[config.mk]
export PLATFORM = sky130hd
export DESIGN_NAME = clint_arbiter_flat
export DESIGN_NICKNAME = d
export VERILOG_FILES = /design/src/rtl/clint_arbiter_pkg.sv /design/src/rtl/clint_arbiter_if.sv /design/src/rtl/clint_arbiter_rr_pick.sv /design/src/rtl/clint_arbiter.sv /design/src/flat_wrapper.sv
export SDC_FILE = /design/constraint.sdc
export NUM_CORES = 1
export LEC_CHECK = 0
export CAP_MARGIN = 5
export CORE_MARGIN = 4
export CORE_UTILIZATION = 36
export CTS_CLUSTER_SIZE = 8
export DETAILED_ROUTE_END_ITERATION = 8
export GPL_TIMING_DRIVEN = 0
export PLACE_DENSITY = 0.76
export SLEW_MARGIN = 25
export SYNTH_ARGS = -nofsm -noshare
export SYNTH_HDL_FRONTEND = slang
export SYNTH_SLANG_ARGS = --single-unit
[constraint.sdc]
create_clock -name clk -period 2.8 [get_ports clk]
set_input_delay 0.28 -clock clk [delete_from_list [all_inputs] [get_ports clk]]
set_output_delay 0.28 -clock clk [all_outputs]
set_load 0.05 [all_outputs]
[src/rtl/clint_arbiter_pkg.sv]
`default_nettype none
// clint_pkg -- shared state encoding, defaults and CLINT register map for clint_arbiter (rev 1.0)
package clint_pkg;

  typedef enum logic [1:0] {
    IDLE  = 2'd0,
    ISSUE = 2'd1,
    RESP  = 2'd2
  } state_e;

  localparam int CLINT_TIMEOUT_DEFAULT = 255;

  localparam logic [31:0] MSIP_BASE     = 32'h0000_0000;
  localparam logic [31:0] MTIMECMP_BASE = 32'h0000_4000;
  localparam logic [31:0] MTIME_BASE    = 32'h0000_BFF8;

  // Index width that stays legal when only one requester exists
  function automatic int idx_width(input int n);
    return (n > 1) ? $clog2(n) : 1;
  endfunction

endpackage
`default_nettype wire

[src/rtl/clint_arbiter_if.sv]
`default_nettype none
// clint_arbiter_if -- requester-side and CLINT-side buses of the arbiter (rev 1.0)
interface clint_arbiter_if #(
  parameter int ADDR_W = 32,
  parameter int DATA_W = 32,
  parameter int N_REQ  = 2
) ();

  logic [N_REQ-1:0]            s_valid;
  logic [N_REQ*ADDR_W-1:0]     s_address;
  logic [N_REQ*DATA_W-1:0]     s_wdata;
  logic [N_REQ*(DATA_W/8)-1:0] s_wstrb;
  logic [N_REQ*DATA_W-1:0]     s_rdata;
  logic [N_REQ-1:0]            s_ready;
  logic [N_REQ-1:0]            s_err;

  logic                        m_valid;
  logic [ADDR_W-1:0]           m_address;
  logic [DATA_W-1:0]           m_wdata;
  logic [DATA_W/8-1:0]         m_wstrb;
  logic [DATA_W-1:0]           m_rdata;
  logic                        m_ready;

  modport slave (
    input  s_valid, s_address, s_wdata, s_wstrb,
    output s_rdata, s_ready, s_err,
    output m_valid, m_address, m_wdata, m_wstrb,
    input  m_rdata, m_ready
  );

  modport master (
    output s_valid, s_address, s_wdata, s_wstrb,
    input  s_rdata, s_ready, s_err,
    input  m_valid, m_address, m_wdata, m_wstrb,
    output m_rdata, m_ready
  );

endinterface
`default_nettype wire

[src/rtl/clint_arbiter_rr_pick.sv]
`default_nettype none
// rr_pick -- combinational round-robin picker: first requester at or after ptr wins (rev 1.0)
module rr_pick
  import clint_pkg::*;
#(
  parameter  int N_REQ = 2,
  localparam int IDX_W = idx_width(N_REQ)
) (
  input  wire logic [N_REQ-1:0] req_i,
  input  wire logic [IDX_W-1:0] ptr_i,
  output logic      [N_REQ-1:0] grant_o,
  output logic      [IDX_W-1:0] idx_o,
  output logic                  any_o
);

  logic [N_REQ-1:0] rot;
  logic [IDX_W-1:0] off;
  logic [IDX_W:0]   sum;

  always_comb begin
    // rot[i] is the request of requester (ptr + i) mod N_REQ
    rot = N_REQ'({req_i, req_i} >> ptr_i);
    off = '0;
    for (int i = N_REQ - 1; i >= 0; i--) begin
      if (rot[i]) off = IDX_W'(i);
    end
    sum = {1'b0, ptr_i} + {1'b0, off};
    if (sum >= (IDX_W + 1)'(N_REQ)) sum = sum - (IDX_W + 1)'(N_REQ);
    idx_o   = sum[IDX_W-1:0];
    any_o   = |req_i;
    grant_o = any_o ? (N_REQ'(1) << idx_o) : '0;
  end

endmodule
`default_nettype wire

[src/rtl/clint_arbiter.sv]
`default_nettype none
// clint_arbiter -- round-robin arbiter sharing one CLINT port among N_REQ hart buses,
// with a per-transaction timeout that aborts with all-ones data and an error pulse (rev 1.0)
module clint_arbiter
  import clint_pkg::*;
#(
  parameter int ADDR_W  = 32,
  parameter int DATA_W  = 32,
  parameter int N_REQ   = 2,
  parameter int TIMEOUT = CLINT_TIMEOUT_DEFAULT
) (
  input  wire logic      clk,
  input  wire logic      reset_n,
  clint_arbiter_if.slave bus
);

  localparam int               IDX_W    = idx_width(N_REQ);
  localparam int               STRB_W   = DATA_W / 8;
  localparam logic [15:0]      TO_LIMIT = 16'(TIMEOUT);
  localparam logic [IDX_W-1:0] LAST_IDX = IDX_W'(N_REQ - 1);

  state_e                  state_q, state_d;
  logic [IDX_W-1:0]        ptr_q, ptr_d;
  logic [IDX_W-1:0]        gnt_idx_q, gnt_idx_d;
  logic [N_REQ-1:0]        gnt_oh_q, gnt_oh_d;
  logic [15:0]             cnt_q, cnt_d;
  logic                    m_valid_q, m_valid_d;
  logic [ADDR_W-1:0]       m_address_q, m_address_d;
  logic [DATA_W-1:0]       m_wdata_q, m_wdata_d;
  logic [STRB_W-1:0]       m_wstrb_q, m_wstrb_d;
  logic [N_REQ-1:0]        s_ready_q, s_ready_d;
  logic [N_REQ-1:0]        s_err_q, s_err_d;
  logic [N_REQ*DATA_W-1:0] s_rdata_q, s_rdata_d;

  logic [N_REQ-1:0]        pick_oh;
  logic [IDX_W-1:0]        pick_idx;
  logic                    pick_any;
  logic [IDX_W-1:0]        ptr_next;

  rr_pick #(.N_REQ(N_REQ)) u_pick (
    .req_i   (bus.s_valid),
    .ptr_i   (ptr_q),
    .grant_o (pick_oh),
    .idx_o   (pick_idx),
    .any_o   (pick_any)
  );

  assign ptr_next = (gnt_idx_q == LAST_IDX) ? '0 : gnt_idx_q + 1'b1;

  always_comb begin
    state_d     = state_q;
    ptr_d       = ptr_q;
    gnt_idx_d   = gnt_idx_q;
    gnt_oh_d    = gnt_oh_q;
    cnt_d       = cnt_q;
    m_valid_d   = m_valid_q;
    m_address_d = m_address_q;
    m_wdata_d   = m_wdata_q;
    m_wstrb_d   = m_wstrb_q;
    s_ready_d   = '0;
    s_err_d     = '0;
    s_rdata_d   = s_rdata_q;
    case (state_q)
      IDLE: begin
        if (pick_any) begin
          gnt_idx_d   = pick_idx;
          gnt_oh_d    = pick_oh;
          m_address_d = bus.s_address[pick_idx*ADDR_W +: ADDR_W];
          m_wdata_d   = bus.s_wdata[pick_idx*DATA_W +: DATA_W];
          m_wstrb_d   = bus.s_wstrb[pick_idx*STRB_W +: STRB_W];
          m_valid_d   = 1'b1;
          cnt_d       = '0;
          state_d     = ISSUE;
        end
      end
      ISSUE: begin
        // A response landing on the final counted cycle beats the abort
        if (bus.m_ready) begin
          s_rdata_d[gnt_idx_q*DATA_W +: DATA_W] = bus.m_rdata;
          s_ready_d = gnt_oh_q;
          m_valid_d = 1'b0;
          ptr_d     = ptr_next;
          state_d   = RESP;
        end else if (cnt_q + 16'd1 >= TO_LIMIT) begin
          s_rdata_d[gnt_idx_q*DATA_W +: DATA_W] = {DATA_W{1'b1}};
          s_ready_d = gnt_oh_q;
          s_err_d   = gnt_oh_q;
          m_valid_d = 1'b0;
          cnt_d     = cnt_q + 16'd1;
          ptr_d     = ptr_next;
          state_d   = RESP;
        end else begin
          cnt_d = cnt_q + 16'd1;
        end
      end
      RESP:    state_d = IDLE;
      default: state_d = IDLE;
    endcase
  end

  always_ff @(posedge clk) begin
    if (!reset_n) begin
      state_q     <= IDLE;
      ptr_q       <= '0;
      gnt_idx_q   <= '0;
      gnt_oh_q    <= '0;
      cnt_q       <= '0;
      m_valid_q   <= 1'b0;
      m_address_q <= '0;
      m_wdata_q   <= '0;
      m_wstrb_q   <= '0;
      s_ready_q   <= '0;
      s_err_q     <= '0;
      s_rdata_q   <= '0;
    end else begin
      state_q     <= state_d;
      ptr_q       <= ptr_d;
      gnt_idx_q   <= gnt_idx_d;
      gnt_oh_q    <= gnt_oh_d;
      cnt_q       <= cnt_d;
      m_valid_q   <= m_valid_d;
      m_address_q <= m_address_d;
      m_wdata_q   <= m_wdata_d;
      m_wstrb_q   <= m_wstrb_d;
      s_ready_q   <= s_ready_d;
      s_err_q     <= s_err_d;
      s_rdata_q   <= s_rdata_d;
    end
  end

  assign bus.m_valid   = m_valid_q;
  assign bus.m_address = m_address_q;
  assign bus.m_wdata   = m_wdata_q;
  assign bus.m_wstrb   = m_wstrb_q;
  assign bus.s_ready   = s_ready_q;
  assign bus.s_err     = s_err_q;
  assign bus.s_rdata   = s_rdata_q;

endmodule
`default_nettype wire

[src/flat_wrapper.sv]
// flat-port wrapper written by rule: the top's interface ports become plain ports
module clint_arbiter_flat import clint_pkg::*;
#(
  parameter int ADDR_W  = 32,
  parameter int DATA_W  = 32,
  parameter int N_REQ   = 2,
  parameter int TIMEOUT = CLINT_TIMEOUT_DEFAULT
)
  (clk, reset_n, bus_s_valid, bus_s_address, bus_s_wdata, bus_s_wstrb, bus_s_rdata, bus_s_ready, bus_s_err, bus_m_valid, bus_m_address, bus_m_wdata, bus_m_wstrb, bus_m_rdata, bus_m_ready);
  clint_arbiter_if #(.ADDR_W(ADDR_W), .DATA_W(DATA_W), .N_REQ(N_REQ)) bus_i ();
  input  wire logic clk;
  input  wire logic reset_n;
  input wire logic [$bits(bus_i.s_valid)-1:0] bus_s_valid;
  input wire logic [$bits(bus_i.s_address)-1:0] bus_s_address;
  input wire logic [$bits(bus_i.s_wdata)-1:0] bus_s_wdata;
  input wire logic [$bits(bus_i.s_wstrb)-1:0] bus_s_wstrb;
  output wire logic [$bits(bus_i.s_rdata)-1:0] bus_s_rdata;
  output wire logic [$bits(bus_i.s_ready)-1:0] bus_s_ready;
  output wire logic [$bits(bus_i.s_err)-1:0] bus_s_err;
  output wire logic [$bits(bus_i.m_valid)-1:0] bus_m_valid;
  output wire logic [$bits(bus_i.m_address)-1:0] bus_m_address;
  output wire logic [$bits(bus_i.m_wdata)-1:0] bus_m_wdata;
  output wire logic [$bits(bus_i.m_wstrb)-1:0] bus_m_wstrb;
  input wire logic [$bits(bus_i.m_rdata)-1:0] bus_m_rdata;
  input wire logic [$bits(bus_i.m_ready)-1:0] bus_m_ready;
  assign bus_i.s_valid = bus_s_valid;
  assign bus_i.s_address = bus_s_address;
  assign bus_i.s_wdata = bus_s_wdata;
  assign bus_i.s_wstrb = bus_s_wstrb;
  assign bus_s_rdata = bus_i.s_rdata;
  assign bus_s_ready = bus_i.s_ready;
  assign bus_s_err = bus_i.s_err;
  assign bus_m_valid = bus_i.m_valid;
  assign bus_m_address = bus_i.m_address;
  assign bus_m_wdata = bus_i.m_wdata;
  assign bus_m_wstrb = bus_i.m_wstrb;
  assign bus_i.m_rdata = bus_m_rdata;
  assign bus_i.m_ready = bus_m_ready;
  clint_arbiter #(.ADDR_W(ADDR_W), .DATA_W(DATA_W), .N_REQ(N_REQ), .TIMEOUT(TIMEOUT)) u_core (.clk(clk), .reset_n(reset_n), .bus(bus_i));
endmodule
# Word level (Yosys, flattened, before mapping)

Cells that the tools add are included.

Add/sub/neg operators: 5
$mul: 0
Divide/modulo/power cells: 0
Magnitude comparators: 2
Equal/unequal tests: 4
Shift operators: 8
Multiplexer cells: 23
Bitwise gates (word level): 2
Reduce and logical (&&, ||, !) cells: 11

Operators by type and width:

| operator                                                     | count |
|---|---|
| bitwise mux 64 bit                                           | 2 |
| 2-to-1 mux 64 bit                                            | 2 |
| variable part select 64 x 7 -> 32 bit                        | 2 |
| variable shift 32 x 34 -> 64 bit, first input constant       | 1 |
| variable part select 32 x 34 -> 64 bit                       | 1 |
| variable part select 32 x 34 -> 64 bit, first input constant | 1 |
| negation 6 -> 34 bit                                         | 1 |
| 2-to-1 mux 16 bit                                            | 2 |
| one-hot mux 16 bit (2 select lines)                          | 1 |
| adder 16 x 1 -> 16 bit, second input constant                | 1 |
| >= comparator 16 x 8 -> 1 bit, second input constant         | 1 |
| 2-to-1 mux 2 bit                                             | 5 |
| 2-to-1 mux 1 bit                                             | 9 |
| AND reduction 2 bit                                          | 4 |
| variable part select 8 x 4 -> 4 bit                          | 1 |
| AND reduction 3 bit                                          | 2 |
| one-hot mux 2 bit (2 select lines)                           | 1 |
| nonzero test 2 bit                                           | 2 |
| >> shifter 4 x 1 -> 2 bit                                    | 1 |
| != test 3 x 2 -> 1 bit, second input constant                | 1 |
| OR reduction 3 bit                                           | 1 |
| adder 1 x 1 -> 2 bit                                         | 1 |
| == test 2 x 1 -> 1 bit, second input constant                | 1 |
| >= comparator 2 bit, second input constant                   | 1 |
| other kinds (9)                                              | 10 |

Register bits after elaboration: 159
Latch bits: 0
RAM bits: 0
ROM bits: 0
Input port bits: 173
Output and inout port bits: 137
Logic and storage cells: 67
Memories kept: 0

# Longest topological paths before layout

Word-level depth: 7
Mapped depth: 9
Depth with buffers taken out: 8

# By module

From an unflattened synthesis, not the netlist that was laid out.

Cells, all modules: 647
Area total of the unflattened synthesis: 6771.5 µm²

By module, submodules not included:

| module        | times used | cells each | area an instance (µm²) | seq. area each (µm²) |
|---|---|---|---|---|
| clint_arbiter | 1          | 641        | 6735.2                 | 3183.1 |
| rr_pick       | 1          | 6          | 36.3                   | 0.0 |

# Least setup slack after synthesis

No wires, ideal clock.

Path type: register -> register
Start: register u_core.cnt_q[0]
End: register u_core.s_rdata_q[36], in the netlist u_core.bus.s_rdata[36]
Setup time: 119 ps
Arrival time: 2487 ps
Slack: 194 ps
Cell stages (with the launch flop): 9
Clock period less this slack: 2606 ps
Path through: dfxtp_1 > ha_1 > nand3_1 > nor4_1 > xor2_1 > or4b_1 > o211a_4 > buf_8 > o221a_2

Word-level cells in the longest chain between the ends: 4

RTL lines:

| what                                 | line                 | source |
|---|---|---|
| start: declaration                   | clint_arbiter.sv:26  | `logic [15:0] cnt_q, cnt_d;` |
| start signal: assignment             | clint_arbiter.sv:120 | `cnt_q <= cnt_d;` |
| adder 16 x 1 -> 16 bit               | clint_arbiter.sv:84  | `end else if (cnt_q + 16'd1 >= TO_LIMIT) begin` |
| >= comparator 16 x 8 -> 1 bit        | clint_arbiter.sv:84  |  |
| nonzero test 2 bit (no source line)  | n/a                  |  |
| AND reduction 2 bit (no source line) | n/a                  |  |
| end signal: assignment               | clint_arbiter.sv:127 | `s_rdata_q <= s_rdata_d;` |
| end: declaration                     | clint_arbiter.sv:33  | `logic [N_REQ*DATA_W-1:0] s_rdata_q, s_rdata_d;` |

Every way passes these cells.
A chain may end at the register's enable or synchronous reset.

# Worst setup path after layout

Start: register u_core.cnt_q[0]
End: register u_core.s_rdata_q[44], in the netlist u_core.bus.s_rdata[44]

The elaborated chain is that of the path after synthesis.

==> flow_summary.yaml <==
critical_path:
  critPathRequiredTime_ns: 3.11
  r2r_cells: 8
  crit_slowest_cell: "or4b_4"
  cp.arrival_ns: 2.96
  path_class: "flip-flop to flip-flop"
  crit_family: "simple AND/OR/NAND/NOR gates"
  cp.depth: 8
  cp-start-kind: "flip-flop"
  crit_buf_inv: 1
  endpoint_kind: "flip-flop"
  cp_max_fo: 10
  cp_cell_sequence: "ha_2, nand3_2, nor4_1, xor2_1, or4b_4, o211a_4, buf_8, o221a_2"
  critPathMaxStageDelay_ns: 0.54
timing:
  rsz0062_at_grt: "false"
  slew-limit-headroom: 0.4575
  setup_tns_ns: 0
  finalSetupViolations: 0
  finalClockSkew_ns: 0.01163
  drv_slew: 0
  fin_crit_ns: 2.645
  fin_crit_sh: 0.9446
  tightest_slew_ns: 0.8083
  hold_viol: 0
  fmax_ghz: 0.3781
floorplanning:
  die_x_um: 138.0
  io_pins: 310
  fp.dieArea_um2: 19030
  coreArea_um2: 16580
  fp-row-count: 47
  die_height_um: 138.0
  start_util: 0.3667
worst_hold_path:
  hold_path.class: "flip-flop to flip-flop"
  min_path_cells: 2
detailed_routing:
  drtIter0Drc: 611
  vias: 6508
  via_per_inst: 5.520
  route.detailed.drc: 0
  wl_um: 23270
  avgRoutedWirePerCell_um: 19.74
  drtPass1Iterations: 8
  final_antenna_net_count: 0
placed_design:
  hpwl_um: 17370
  port-buffer-count: 308
  place.gp.congestion: 0.9225
global_route:
  antenna_found_initial: 1
  grt_max_degree: 17
  grt_first_pass_wirelength_um: 34280
  track_usage: 0.2318
  grt.overflow.total: 0
  grt_pass1_vias: 6227
clock_tree:
  cts_tree: "built"
  cts_root_buffer: "clkbuf_16"
  path_clk_slew_ns: 0.07
  cts_max_path_buffers: 2
  numCtsBuffers: 17
  postCtsHoldBufs: 0
  htreeDepth: 4
  clk_latency_ns: 0.42
  clkSinkCount: 158
power:
  powerDensity_nw_per_um2: 627.3
  report.power.total_mw: 6.317
  ir_worst_vdd_v: 0.0004251
  p_leak_nw: 3.571
logic_synthesis:
  ys_seq_area_frac: 0.5202
  avgSynthCellArea_um2: 9.871
  synth_seq_cells: 158
  syn_nets: 791
  syn-cell-area_um2: 6081
  ys.warnings.count: 0
  synthDistinctLibCells: 47
  syn_inst: 616
cells_and_area:
  area_delta_synth_final_pct: 65.60
  final_nets: 1120
  drive_above_1_share: 0.08559
status:
  status: "completed"
run:
  drv_cap: 0
==> kinds of logic after synthesis <==
| kind of cell | Yosys count | share of synthesized area |
|---|---|---|
| xor+xnor | 5 | 0.007203 |
| fa+ha+maj | 2 | 0.004115 |
| compound gates | 213 | 0.2944 |
| simple gates | 140 | 0.1049 |
| flops | 158 | 0.5202 |
| mux | 1 | 0.001852 |
| buf+inv | 97 | 0.06728 |
==> repair_timing <==
action	in CTS	in global routing
pin swaps	1	1
setup buffers	2	0
resized for setup	6	2
endpoints found under the setup margin	59	60
endpoints found under the hold margin	0	0
==> cell usage after synthesis (all sizes together) <==
| cell | n | share of area |
|---|---|---|
| dfxtp | 158 | 0.52 |
| nor2 | 87 | 0.054 |
| a222oi | 68 | 0.11 |
| clkbuf | 52 | 0.032 |
| a21oi | 47 | 0.039 |
| inv | 36 | 0.022 |
| o221a | 32 | 0.059 |
| o221ai | 32 | 0.046 |
| o21ai | 16 | 0.014 |
| nand2 | 10 | 0.0062 |
| nor4 | 10 | 0.010 |
| buf | 8 | 0.012 |
| nand3 | 8 | 0.0074 |
| nor3 | 8 | 0.0066 |
| nand4 | 5 | 0.0062 |
| a211oi | 3 | 0.0037 |
| a22oi | 3 | 0.0037 |
| o211a | 3 | 0.0062 |
| o31ai | 3 | 0.0037 |
| xnor2 | 3 | 0.0043 |
| a31oi | 2 | 0.0021 |
| and3 | 2 | 0.0021 |
| ha | 2 | 0.0041 |
| nand2b | 2 | 0.0021 |
| nor2b | 2 | 0.0021 |
| o21a | 2 | 0.0025 |
| xor2 | 2 | 0.0029 |
| a211o | 1 | 0.0014 |
| a311oi | 1 | 0.0014 |
| and4 | 1 | 0.0019 |
| clkinv | 1 | 0.00062 |
| mux2 | 1 | 0.0019 |
| nand3b | 1 | 0.0012 |
| nand4b | 1 | 0.0014 |
| or2 | 1 | 0.0010 |
| or4 | 1 | 0.0012 |
| or4b | 1 | 0.0016 |
==> final cells by class <==
| class | count | area, um2 |
|---|---|---|
| tap | 220 | 275.3 |
| clock inverter | 14 | 153.9 |
| antenna | 1 | 2.502 |
| sequential | 158 | 3166 |
| fill | 1455 | 6514 |
| buffer | 60 | 272.8 |
| timing repair buffer | 310 | 3098 |
| multi-input combinational | 361 | 2534 |
| inverter | 37 | 138.9 |
| clock buffer | 18 | 429.2 |
==> power breakdown <==
part           total (mW)  internal [mW]  switching (mW)  leakage, nW
logic                1.55          0.623           0.923         2.00
clock network        2.29           1.26            1.03        0.278
registers            2.48           2.39          0.0859         1.29
total                6.32           4.28            2.04         3.57
==> worst paths after layout <==
path / from / to / slack [ns]
max: u_core.cnt_q[0] / u_core.bus.s_rdata[44] / 0.16
min: u_core.bus.s_rdata[4] / u_core.bus.s_rdata[4] / 0.46
max reg2reg: u_core.cnt_q[0] / u_core.bus.s_rdata[44] / 0.16
min reg2reg: u_core.bus.s_rdata[4] / u_core.bus.s_rdata[4] / 0.46
==> per-stage QoR <==
stage               area [um2]  instances  hold WS [ns]  utilization  setup WS, ns
floorplan                 6081        616        0.4304            -        0.1941
global placement          9439       1144        0.4453       0.5692       -0.2488
detailed placement        9439       1144        0.4537       0.5692       -0.2601
CTS                      10060       1178        0.4630       0.6065       0.05014
global route             10070       1179        0.4741       0.6072       0.02965
finish                   10070       1179        0.4617       0.6072        0.1550
==> sequential cells by signal (all words and copies together), names as in the netlist, 4 cells and up <==
register              count
u_core.bus.m_address     32
u_core.bus.m_wdata       32
u_core.bus.m_wstrb        4
u_core.cnt_q             16
u_core.bus.s_rdata       64
==> metal layers <==
layer | track usage | part of all wire | wire (um) | up-vias
met5 | 0 | 0 | 0 | -
met4 | 0.08342 | 0.024 | 556 | 0
met3 | 0.07946 | 0.099 | 2299 | 35
met2 | 0.3891 | 0.49 | 11500 | 315
met1 | 0.2757 | 0.38 | 8918 | 3085
li1 | - | - | - | 3073
==> cell usage in the layout, fill, tap and decap left out, types with 3 or more instances in the layout <==
cell,synthesis,final
dfxtp_1,158,156
nand2_1,10,10
buf_4,0,3
a21oi_1,47,47
inv_1,35,35
clkinvlp_4,0,3
nand4_1,4,4
o21ai_0,14,14
nor2_1,87,87
clkdlybuf4s50_1,0,308
nor4_1,10,9
a222oi_1,68,68
o221a_2,29,29
buf_8,3,3
a211oi_1,3,3
o31ai_1,3,3
inv_8,0,4
nand3_1,7,6
a22oi_1,3,3
clkbuf_1,52,53
nor3_1,8,8
xnor2_1,3,3
o221ai_1,32,32
clkbuf_16,0,17
o221a_1,3,3
==> worst register-to-register path, stage by stage (launching register included) <==
cell	delay [ns]
dfxtp_2	0.39
ha_2	0.25
nand3_2	0.14
nor4_1	0.35
xor2_1	0.15
or4b_4	0.54
o211a_4	0.30
buf_8	0.15
o221a_2	0.27
No activity file was read; power rests on OpenSTA's default activity.
